===== config.mk =====
export PLATFORM = sky130hd
export DESIGN_NAME = id_ex_stage
export DESIGN_NICKNAME = d
export VERILOG_FILES = /design/src/rtl/id_ex_stage.sv
export SDC_FILE = /design/constraint.sdc
export NUM_CORES = 1
export LEC_CHECK = 0
export BUFFER_PORTS_ARGS = -buffer_cell sky130_fd_sc_hd__buf_2
export CELL_PAD_IN_SITES_DETAIL_PLACEMENT = 1
export CELL_PAD_IN_SITES_GLOBAL_PLACEMENT = 2
export CORE_MARGIN = 5
export CORE_UTILIZATION = 28
export CTS_CLUSTER_DIAMETER = 200
export DETAILED_ROUTE_END_ITERATION = 8
export HOLD_SLACK_MARGIN = 0.03
export PLACE_DENSITY = 0.88
export SYNTH_ARGS = -nofsm -noshare
export SYNTH_HDL_FRONTEND = slang
export SYNTH_SLANG_ARGS = --single-unit

===== constraint.sdc =====
create_clock -name CLK -period 1.6 [get_ports CLK]
set_input_delay 0.16 -clock CLK [delete_from_list [all_inputs] [get_ports CLK]]
set_output_delay 0.16 -clock CLK [all_outputs]
set_load 0.05 [all_outputs]

===== src/rtl/id_ex_stage.sv =====
// ID/EX pipeline register of the 5-stage MIPS core.
//
// Captures the decode-stage operands, register addresses and control bits,
// then applies the EX-stage forwarding muxes (MEM / WB) and the ALUSrc
// immediate mux so the ALU sees ready-to-use SrcA / SrcB operands.
//
// Ports:
//   CLK, RST                 clock (rising edge), async active-low reset
//   StallE, FlushE           hold / bubble controls from the hazard unit
//   RD1D, RD2D, SignImmD     decode-stage operands and immediate
//   RsD, RtD, RdD            decode-stage register addresses
//   ALUControlD, *D controls decode-stage control bits
//   ForwardAE, ForwardBE     forward selects (00 reg, 01 WB, 10 MEM, 11 reg)
//   ALUOutM, ResultW         forwarding sources from MEM and WB
//   SrcAE, SrcBE             ALU operands
//   ALUControlE              ALU op code (passed through)
//   WriteDataE               store data (forwarded rt, never the immediate)
//   WriteRegE                destination register (RegDst mux)
//   RsE, RtE                 source addresses for the hazard unit
//   RegWriteE, MemWriteE, MemtoRegE  control to later stages
//   ValidE                   E holds a real instruction

module id_ex_stage #(
    parameter int unsigned DATA_WIDTH     = 32,
    parameter int unsigned ALU_CTRL_WIDTH = 3,
    parameter int unsigned REG_ADDR_WIDTH = 5
) (
    input  logic                      CLK,
    input  logic                      RST,
    input  logic                      StallE,
    input  logic                      FlushE,
    input  logic [DATA_WIDTH-1:0]     RD1D,
    input  logic [DATA_WIDTH-1:0]     RD2D,
    input  logic [DATA_WIDTH-1:0]     SignImmD,
    input  logic [REG_ADDR_WIDTH-1:0] RsD,
    input  logic [REG_ADDR_WIDTH-1:0] RtD,
    input  logic [REG_ADDR_WIDTH-1:0] RdD,
    input  logic [ALU_CTRL_WIDTH-1:0] ALUControlD,
    input  logic                      ALUSrcD,
    input  logic                      RegDstD,
    input  logic                      RegWriteD,
    input  logic                      MemWriteD,
    input  logic                      MemtoRegD,
    input  logic [1:0]                ForwardAE,
    input  logic [1:0]                ForwardBE,
    input  logic [DATA_WIDTH-1:0]     ALUOutM,
    input  logic [DATA_WIDTH-1:0]     ResultW,
    output logic [DATA_WIDTH-1:0]     SrcAE,
    output logic [DATA_WIDTH-1:0]     SrcBE,
    output logic [ALU_CTRL_WIDTH-1:0] ALUControlE,
    output logic [DATA_WIDTH-1:0]     WriteDataE,
    output logic [REG_ADDR_WIDTH-1:0] WriteRegE,
    output logic [REG_ADDR_WIDTH-1:0] RsE,
    output logic [REG_ADDR_WIDTH-1:0] RtE,
    output logic                      RegWriteE,
    output logic                      MemWriteE,
    output logic                      MemtoRegE,
    output logic                      ValidE
);

    // ------------------------------------------------------------------
    // E-stage registers
    // ------------------------------------------------------------------
    logic [DATA_WIDTH-1:0]     rd1_q,       rd1_d;
    logic [DATA_WIDTH-1:0]     rd2_q,       rd2_d;
    logic [DATA_WIDTH-1:0]     imm_q,       imm_d;
    logic [REG_ADDR_WIDTH-1:0] rs_q,        rs_d;
    logic [REG_ADDR_WIDTH-1:0] rt_q,        rt_d;
    logic [REG_ADDR_WIDTH-1:0] rd_q,        rd_d;
    logic [ALU_CTRL_WIDTH-1:0] alu_ctrl_q,  alu_ctrl_d;
    logic                      alu_src_q,   alu_src_d;
    logic                      reg_dst_q,   reg_dst_d;
    logic                      reg_write_q, reg_write_d;
    logic                      mem_write_q, mem_write_d;
    logic                      mem_to_reg_q, mem_to_reg_d;
    logic                      valid_q,     valid_d;

    // Next-state: flush beats stall, so a killed instruction never lingers
    // even if the hazard unit also asks for a hold.
    always_comb begin
        rd1_d        = rd1_q;
        rd2_d        = rd2_q;
        imm_d        = imm_q;
        rs_d         = rs_q;
        rt_d         = rt_q;
        rd_d         = rd_q;
        alu_ctrl_d   = alu_ctrl_q;
        alu_src_d    = alu_src_q;
        reg_dst_d    = reg_dst_q;
        reg_write_d  = reg_write_q;
        mem_write_d  = mem_write_q;
        mem_to_reg_d = mem_to_reg_q;
        valid_d      = valid_q;

        if (FlushE) begin
            rd1_d        = '0;
            rd2_d        = '0;
            imm_d        = '0;
            rs_d         = '0;
            rt_d         = '0;
            rd_d         = '0;
            alu_ctrl_d   = '0;
            alu_src_d    = 1'b0;
            reg_dst_d    = 1'b0;
            reg_write_d  = 1'b0;
            mem_write_d  = 1'b0;
            mem_to_reg_d = 1'b0;
            valid_d      = 1'b0;
        end else if (!StallE) begin
            rd1_d        = RD1D;
            rd2_d        = RD2D;
            imm_d        = SignImmD;
            rs_d         = RsD;
            rt_d         = RtD;
            rd_d         = RdD;
            alu_ctrl_d   = ALUControlD;
            alu_src_d    = ALUSrcD;
            reg_dst_d    = RegDstD;
            reg_write_d  = RegWriteD;
            mem_write_d  = MemWriteD;
            mem_to_reg_d = MemtoRegD;
            valid_d      = 1'b1;
        end
    end

    always_ff @(posedge CLK or negedge RST) begin
        if (!RST) begin
            rd1_q        <= '0;
            rd2_q        <= '0;
            imm_q        <= '0;
            rs_q         <= '0;
            rt_q         <= '0;
            rd_q         <= '0;
            alu_ctrl_q   <= '0;
            alu_src_q    <= 1'b0;
            reg_dst_q    <= 1'b0;
            reg_write_q  <= 1'b0;
            mem_write_q  <= 1'b0;
            mem_to_reg_q <= 1'b0;
            valid_q      <= 1'b0;
        end else begin
            rd1_q        <= rd1_d;
            rd2_q        <= rd2_d;
            imm_q        <= imm_d;
            rs_q         <= rs_d;
            rt_q         <= rt_d;
            rd_q         <= rd_d;
            alu_ctrl_q   <= alu_ctrl_d;
            alu_src_q    <= alu_src_d;
            reg_dst_q    <= reg_dst_d;
            reg_write_q  <= reg_write_d;
            mem_write_q  <= mem_write_d;
            mem_to_reg_q <= mem_to_reg_d;
            valid_q      <= valid_d;
        end
    end

    // ------------------------------------------------------------------
    // Forwarding muxes: combinational on the registered operands, so a
    // stalled instruction keeps picking up newly produced MEM/WB values.
    // Reserved select 11 falls back to the register value.
    // ------------------------------------------------------------------
    logic [DATA_WIDTH-1:0] fwd_a;
    logic [DATA_WIDTH-1:0] fwd_b;

    always_comb begin
        fwd_a = rd1_q;
        case (ForwardAE)
            2'b01:   fwd_a = ResultW;
            2'b10:   fwd_a = ALUOutM;
            default: fwd_a = rd1_q;
        endcase
    end

    always_comb begin
        fwd_b = rd2_q;
        case (ForwardBE)
            2'b01:   fwd_b = ResultW;
            2'b10:   fwd_b = ALUOutM;
            default: fwd_b = rd2_q;
        endcase
    end

    // ------------------------------------------------------------------
    // Outputs
    // ------------------------------------------------------------------
    assign SrcAE       = fwd_a;
    assign SrcBE       = alu_src_q ? imm_q : fwd_b;
    assign WriteDataE  = fwd_b;
    assign WriteRegE   = reg_dst_q ? rd_q : rt_q;
    assign ALUControlE = alu_ctrl_q;
    assign RsE         = rs_q;
    assign RtE         = rt_q;
    assign RegWriteE   = reg_write_q;
    assign MemWriteE   = mem_write_q;
    assign MemtoRegE   = mem_to_reg_q;
    assign ValidE      = valid_q;

endmodule


==> flow_metrics.env, run 1 <==
export IMPL_totalNegativeSetupSlack_ns=-7.066
export IMPL_worst_slack_ns=-0.2586
export IMPL_status="complete, but fails checks"
export IMPL_cp_arrival_ns=1.70
export IMPL_r2r_setup_slack_ns=0.62
export IMPL_synthAdderAreaFrac_pct=0.7057
export IMPL_die_w_um=169.1
export IMPL_core_sq_um=25040
export IMPL_hp_class="input port to flip-flop"
export IMPL_syn_num_nets=885
export IMPL_drive_gt1_share_pct=52.32
export IMPL_fin_crit_sh_pct=116.2
export IMPL_path_cells="buf_12 -> buf_12 -> o31ai_4 -> buf_6"
export IMPL_grt_pass1_wl_mm=50.74
export IMPL_nets=1365
export IMPL_grt_usage_pct=22.73
export IMPL_grt_max_degree=81
export IMPL_insertion_delay_ns=0.41
export IMPL_gp_congestion=0.8309
export IMPL_synth_cell_types=21
export IMPL_slew_violations=0
export IMPL_drtIter0Drc=393
export IMPL_min_delay_start="StallE"
export IMPL_ff_latch_area_sq_um=3008
export IMPL_dpl_hpwl_mm=21.20
export IMPL_cpPeakStageDelay_ns=0.51
export IMPL_slew_headroom_pct=69.01
export IMPL_regToRegStartpoint="alu_src_q"
export IMPL_vias=7561
export IMPL_worstSetupPathType="flip-flop to output port"
export IMPL_violations="setup timing"
export IMPL_cp_end_kind="output port"
export IMPL_clk_path_buf_depth=2
export IMPL_area_growth_pct=87.98
export IMPL_synthSimpleGateAreaFrac_pct=14.20
export IMPL_multi_input_area_sq_um=4696
export IMPL_via_per_inst=4.984
export IMPL_rsz0062_at_grt="yes"
export IMPL_root_buffer="clkbuf_16"
export IMPL_portBuffers=308
export IMPL_cts_max_level=4
export IMPL_grt_pass1_vias=8504
export IMPL_drc_errors=0
export IMPL_leakage_uw=0.006548
export IMPL_crit_path_start_kind="flip-flop"
export IMPL_synth_area_sq_um=7092
export IMPL_critical_path_slowest_cell="dfrtp_4"
export IMPL_dieArea_sq_um=28610
export IMPL_dr_pass1_iters=4
export IMPL_synthCells=690
export IMPL_finalClockSkew_ns=0
export IMPL_critPathBufInv=3
export IMPL_cp_required_ns=1.44
export IMPL_instances_no_fill=1517
export IMPL_io_pin_count=309
export IMPL_fmax_mhz=538.0
export IMPL_fillCellCount=2651
export IMPL_grt_remaining_overflow=0
export IMPL_crit_start="alu_src_q"
export IMPL_antenna_left=0
export IMPL_endpoint="SrcBE[26]"
export IMPL_cts_made_buffers=17
export IMPL_synth_top_family_by_area="compound AO/OA/AOI/OAI gates"
export IMPL_num_rows=58
export IMPL_antenna_found_initial=5
export IMPL_cts_tree="yes"
export IMPL_hold_violations=0
export IMPL_synth_compound_area_share_pct=17.82
export IMPL_preCtsSetupSlack_ns=-0.1731
export IMPL_p_per_area_nw_per_um2=935.2
export IMPL_min_period_ns=1.859
export IMPL_place_inst=1333
export IMPL_synth_xor_area_share_pct=0
export IMPL_die_h_um=169.1
export IMPL_cp_depth=4
export IMPL_clkSinkCount=120
export IMPL_placed_cell_area_sq_um=9891
export IMPL_initial_core_util_pct=28.33
export IMPL_crit_family="flip-flops"
export IMPL_ys_seq_area_share_pct=42.34
export IMPL_avgSynthCellArea_sq_um=10.28
export IMPL_cp_max_fo=6
export IMPL_stdcell_area_sq_um=13330
export IMPL_worst_pin_slew_ns=0.4649
export IMPL_yosys_warnings=0
export IMPL_setup_viol=47
export IMPL_ys_ff_latch=120
export IMPL_maxCapViolations=0
export IMPL_synthMuxAreaShare_pct=17.59
export IMPL_r2r_cells=3
export IMPL_path_clk_slew_ns=0.06
export IMPL_ir_drop_mv=0.5348
export IMPL_reg2reg_to="alu_src_q"
export IMPL_cp_common_cell="buf_12"
export IMPL_wl_per_cell_um=23.05
export IMPL_wl_mm=34.97
-- tightest hold or removal path, cell delays in order --
cell	delay, ns
buf_6	0.16
mux2i_1	0.13
nor2_1	0.07
-- how the worst min path moves through the flow --
stage	endpoint	slack, ns	depth (start not counted)
6_report	rd2_q[5]	0.16	3
4_1_cts	rd2_q[3]	0.14	3
2_1_floorplan	ALUControlE[0]	-0.14	0
5_1_grt	rd2_q[2]	0.15	3
3_3_place_gp	rd1_q[12]	0.06	1
3_5_place_dp	rd1_q[12]	0.06	1
-- registers in the layout, indices dropped and copies added (netlist names) --
name and count:
MemWriteE 1, imm_q 32, rd2_q 32, reg_dst_q 1, alu_src_q 1, rd_q 5, MemtoRegE 1, RegWriteE 1
ValidE 1, RtE 5, rd1_q 32, RsE 5, ALUControlE 3
-- cell usage after synthesis --
| library cell | count | area, sq um |
|---|---|---|
| a22oi_1 | 32 | 240.2 |
| nand2_1 | 64 | 240.2 |
| a221oi_2 | 30 | 450.4 |
| buf_4 | 7 | 52.55 |
| inv_1 | 5 | 18.77 |
| o21ai_0 | 10 | 50.05 |
| a21oi_1 | 1 | 5.000 |
| o31ai_2 | 30 | 375.4 |
| nor2b_1 | 32 | 200.2 |
| buf_6 | 7 | 78.83 |
| dfrtp_1 | 120 | 3003 |
| nor2_1 | 151 | 566.8 |
| a221oi_1 | 2 | 17.52 |
| o31ai_1 | 2 | 15.01 |
| buf_12 | 11 | 220.2 |
| mux2i_1 | 119 | 1191 |
| buf_2 | 12 | 60.06 |
| clkbuf_1 | 24 | 90.09 |
| o21ai_1 | 22 | 110.1 |
| mux2_2 | 5 | 56.30 |
| ha_1 | 4 | 50.05 |
-- cell usage in the layout, fill, tap and decap left out, types with 28 or more instances in the layout --
cell type        n
buf_2          235
dlygate4sd3_1  120
mux2i_1        119
nor2_1         119
dfrtp_1        118
buf_6           79
nand2_1         39
buf_4           38
buf_12          33
a22oi_1         32
o31ai_4         32
nor2_2          30
o21ai_2         28
-- routing by layer --
| metal | GRT usage (%) | vias to the layer above | routed length (um) |
|---|---|---|---|
| li1 | - | 3418 | - |
| met1 | 26.03 | 3818 | 13380 |
| met2 | 41.77 | 268 | 18910 |
| met3 | 4.309 | 55 | 1852 |
| met4 | 8.820 | 2 | 823 |
| met5 | 0 | - | 11 |
-- where the power goes --
| group | switching, uW | internal (uW) | leakage (uW) |
|---|---|---|---|
| registers | 148 | 3210 | 0.00159 |
| logic | 2890 | 2070 | 0.00466 |
| clock network | 1500 | 2650 | 0.000304 |
| total | 4540 | 7930 | 0.00655 |
-- logic make-up (layout without fill, tap and decap cells) --
group / Yosys count / after routing
other: 0 / 4
buffers and inverters: 66 / 559
adder cells (fa/ha/maj): 4 / 4
flip-flops: 120 / 120
AND/OR/NAND/NOR: 247 / 247
multiplexers: 124 / 124
AO/OA/AOI/OAI: 129 / 129
-- through the flow --
| stage | util, % | hold slack, ns | total power, uW |
|---|---|---|---|
| detailed placement | 39.51 | 0.06079 | 7173 |
| floorplan | - | -0.1356 | 5934 |
| global route | 53.25 | 0.1489 | 12980 |
| global placement | 39.51 | 0.06187 | 7117 |
| finish | 53.25 | 0.1623 | 12470 |
| CTS | 51.29 | 0.1371 | 12220 |
-- repair_timing --
| item | in CTS | in global routing |
|---|---|---|
| buffers inserted | 7 | 14 |
| endpoints found under the hold margin | 239 | 0 |
| cloned | 6 | 4 |
| pin swaps | 35 | 29 |
| hold buffers | 120 | 0 |
| resized for setup | 222 | 76 |
| endpoints found under the setup margin | 69 | 61 |
-- final cells by class --
cell class	instances	share of cell area, %
Tap cell	330	3.097
Antenna cell	4	0.07508
Clock buffer	20	3.351
Timing Repair Buffer	522	34.23
Multi-Input combinational cell	504	35.22
Inverter	5	0.1595
Clock inverter	12	1.305
Sequential cell	120	22.56
(Power assumes the default switching activity.)
==> run 2: changes to the inputs <==
- CORE_UTILIZATION: 28 -> 29
- CTS_BUF_LIST: default -> sky130_fd_sc_hd__clkbuf_4 sky130_fd_sc_hd__clkbuf_8
- PLACE_DENSITY: 0.88 -> 0.91
==> run 2 against run 1 <==
Effect of this change:
- the flow still finishes with violations (setup timing)
- combinational power down 5.0%
- hold slack better by 0.062 ns
- maximum frequency up 1.0%
- register-to-register slack worse by 0.06 ns
- power down 12%
- sequential share of layout area grew 1.6 points
- clock skew unchanged
- non-clock buffer count is 27 lower
- worst setup slack improved by 0.018 ns
- critical endpoint is now SrcBE[14]
==> flow_metrics.env, run 2 (synthesized netlist as in run 1, its figures left out) <==
export IMPL_status="complete, but fails checks"
export IMPL_violations="setup timing"
export IMPL_dieArea_sq_um=27680
export IMPL_slew_violations=0
export IMPL_p_sw_uw=4331
export IMPL_grt_max_degree=62
export IMPL_crit_path_start_kind="flip-flop"
export IMPL_crit_family="flip-flops"
export IMPL_initial_core_util_pct=29.33
export IMPL_grt_remaining_overflow=0
export IMPL_critical_path_slowest_cell="dfrtp_4"
export IMPL_worst_slack_ns=-0.2402
export IMPL_slew_headroom_pct=70.27
export IMPL_sw_frac_of_total_pct=39.70
export IMPL_regToRegStartpoint="alu_src_q"
export IMPL_pwr_share_comb_pct=43.2
export IMPL_via_per_inst=5.057
export IMPL_hp_class="input port to asynchronous set/reset pin"
export IMPL_path_clk_slew_ns=0.07
export IMPL_gp_congestion=0.8476
export IMPL_antenna_left=0
export IMPL_preCtsSetupSlack_ns=-0.1709
export IMPL_fmax_mhz=543.4
export IMPL_r2r_setup_slack_ns=0.56
export IMPL_insertion_delay_ns=0.42
export IMPL_reg2reg_to="alu_src_q"
export IMPL_fin_crit_sh_pct=115.0
export IMPL_drive_gt1_share_pct=49.83
export IMPL_ir_drop_mv=0.4945
export IMPL_cp_arrival_ns=1.68
export IMPL_clk_path_buf_depth=2
export IMPL_die_w_um=166.4
export IMPL_vias=7480
export IMPL_dr_pass1_iters=4
export IMPL_r2r_cells=3
export IMPL_area_growth_pct=75.32
export IMPL_cp_required_ns=1.44
export IMPL_finalClockSkew_ns=0
export IMPL_path_cells="buf_12 -> o31ai_4 -> buf_6"
export IMPL_setup_viol=42
export IMPL_drc_errors=0
export IMPL_hold_ws_ns=0.2242
export IMPL_grt_pass1_vias=8931
export IMPL_p_per_area_nw_per_um2=877.5
export IMPL_cp_max_fo=25
export IMPL_clkSinkCount=120
export IMPL_cts_tree="yes"
export IMPL_final_common_cell="buf_2"
export IMPL_core_sq_um=24180
export IMPL_grt_pass1_wl_mm=52.99
export IMPL_cts_max_level=4
export IMPL_io_pin_count=309
export IMPL_pwr_share_clk_pct=26.2
export IMPL_wl_mm=34.59
export IMPL_p_int_uw=6579
export IMPL_leakage_uw=0.005996
export IMPL_seqPwrFrac_pct=30.6
export IMPL_dpl_hpwl_mm=21.16
export IMPL_rsz0062_at_grt="yes"
export IMPL_critPathBufInv=2
export IMPL_cts_made_buffers=17
export IMPL_totalNegativeSetupSlack_ns=-6.634
export IMPL_num_rows=57
export IMPL_nets=1338
export IMPL_portBuffers=308
export IMPL_cp_end_kind="output port"
export IMPL_worst_pin_slew_ns=0.4460
export IMPL_cpPeakStageDelay_ns=0.54
export IMPL_die_h_um=166.4
export IMPL_worstSetupPathType="flip-flop to output port"
export IMPL_grt_usage_pct=24.39
export IMPL_wl_per_cell_um=23.39
export IMPL_drtIter0Drc=360
export IMPL_root_buffer="clkbuf_8"
export IMPL_top_regs="imm_q (32), rd1_q (32), rd2_q (32)"
export IMPL_hold_violations=0
export IMPL_final_cell_mix="buf_2 (236), dlygate4sd3_1 (120), mux2i_1 (119), nor2_1 (119), dfrtp_1 (118)"
export IMPL_min_period_ns=1.840
export IMPL_maxCapViolations=0
export IMPL_fillCellCount=2590
export IMPL_antenna_found_initial=1
export IMPL_cp_depth=3
## run 2: cell count changes in the layout (fill, tap and decap cells not counted), sizes merged
cell,previous run,this run
diode,4,1
clkbuf,25,31
clkinv,6,5
clkinvlp,1,2
inv,6,5
buf,397,365
bufinv,4,2
## run 2: worst reg2reg max path, cell delays in order (launching register included)
cell and delay (ns):
dfrtp_4 0.54, buf_4 0.19, mux2i_1 0.13, nor2_1 0.06
## run 2: area by class of cell
class	instances	area, sq um	share of cell area [%]
multi-input combinational	504	4544	36.55
clock buffer	21	282.8	2.274
antenna	1	2.502	0.02013
tap	324	405.4	3.261
timing repair buffer	495	4069	32.73
inverter	5	21.27	0.1711
sequential	120	3008	24.19
clock inverter	9	100.1	0.8051
## run 2: power groups by stage
stage	combinational [uW]	clock, uW	sequential (uW)
finish	4710	2860	3340
global route	4930	3060	3360
global placement	3700	0	3360
CTS	4520	2900	3320
floorplan	2520	0	3420
detailed placement	3760	0	3370
## run 2: worst max path at each step
stage          slack, ns    startpoint              to
2_1_floorplan      -0.28  ForwardAE[0]        SrcAE[0]
3_3_place_gp       -0.13  ForwardBE[0]  WriteDataE[10]
3_5_place_dp       -0.17  ForwardBE[1]        SrcBE[1]
4_1_cts            -0.30     alu_src_q       SrcBE[16]
5_1_grt            -0.31     alu_src_q       SrcBE[16]
6_report           -0.24     alu_src_q       SrcBE[14]
## run 2: repair_timing
item,CTS,global route
setup buffers,6,2
gates resized for setup,165,67
endpoints found under the hold margin,162,0
hold buffers,120,0
setup endpoints to repair,54,69
pin swaps,5,12
gates cloned,3,2
## run 2: stage by stage
step	cells	area, sq um	utilization [%]	total power (uW)
after floorplan	690	7572	-	5934
after global placement	1319	9786	40.48	7057
after detailed placement	1319	9786	40.48	7134
after CTS	1478	12180	50.38	10740
after global routing	1479	12430	51.43	11360
final	1479	12430	51.43	10910
## run 2: layer usage
metal  up-vias  part of all wire, %  wire length [um]  track usage [%]
met5         -                    0                 0                0
met4         0                  3.7              1285            11.10
met3        80                  5.5              1912            6.094
met2       305                   54             18710            44.85
met1      3756                   37             12680            26.26
li1       3339                    -                 -                -
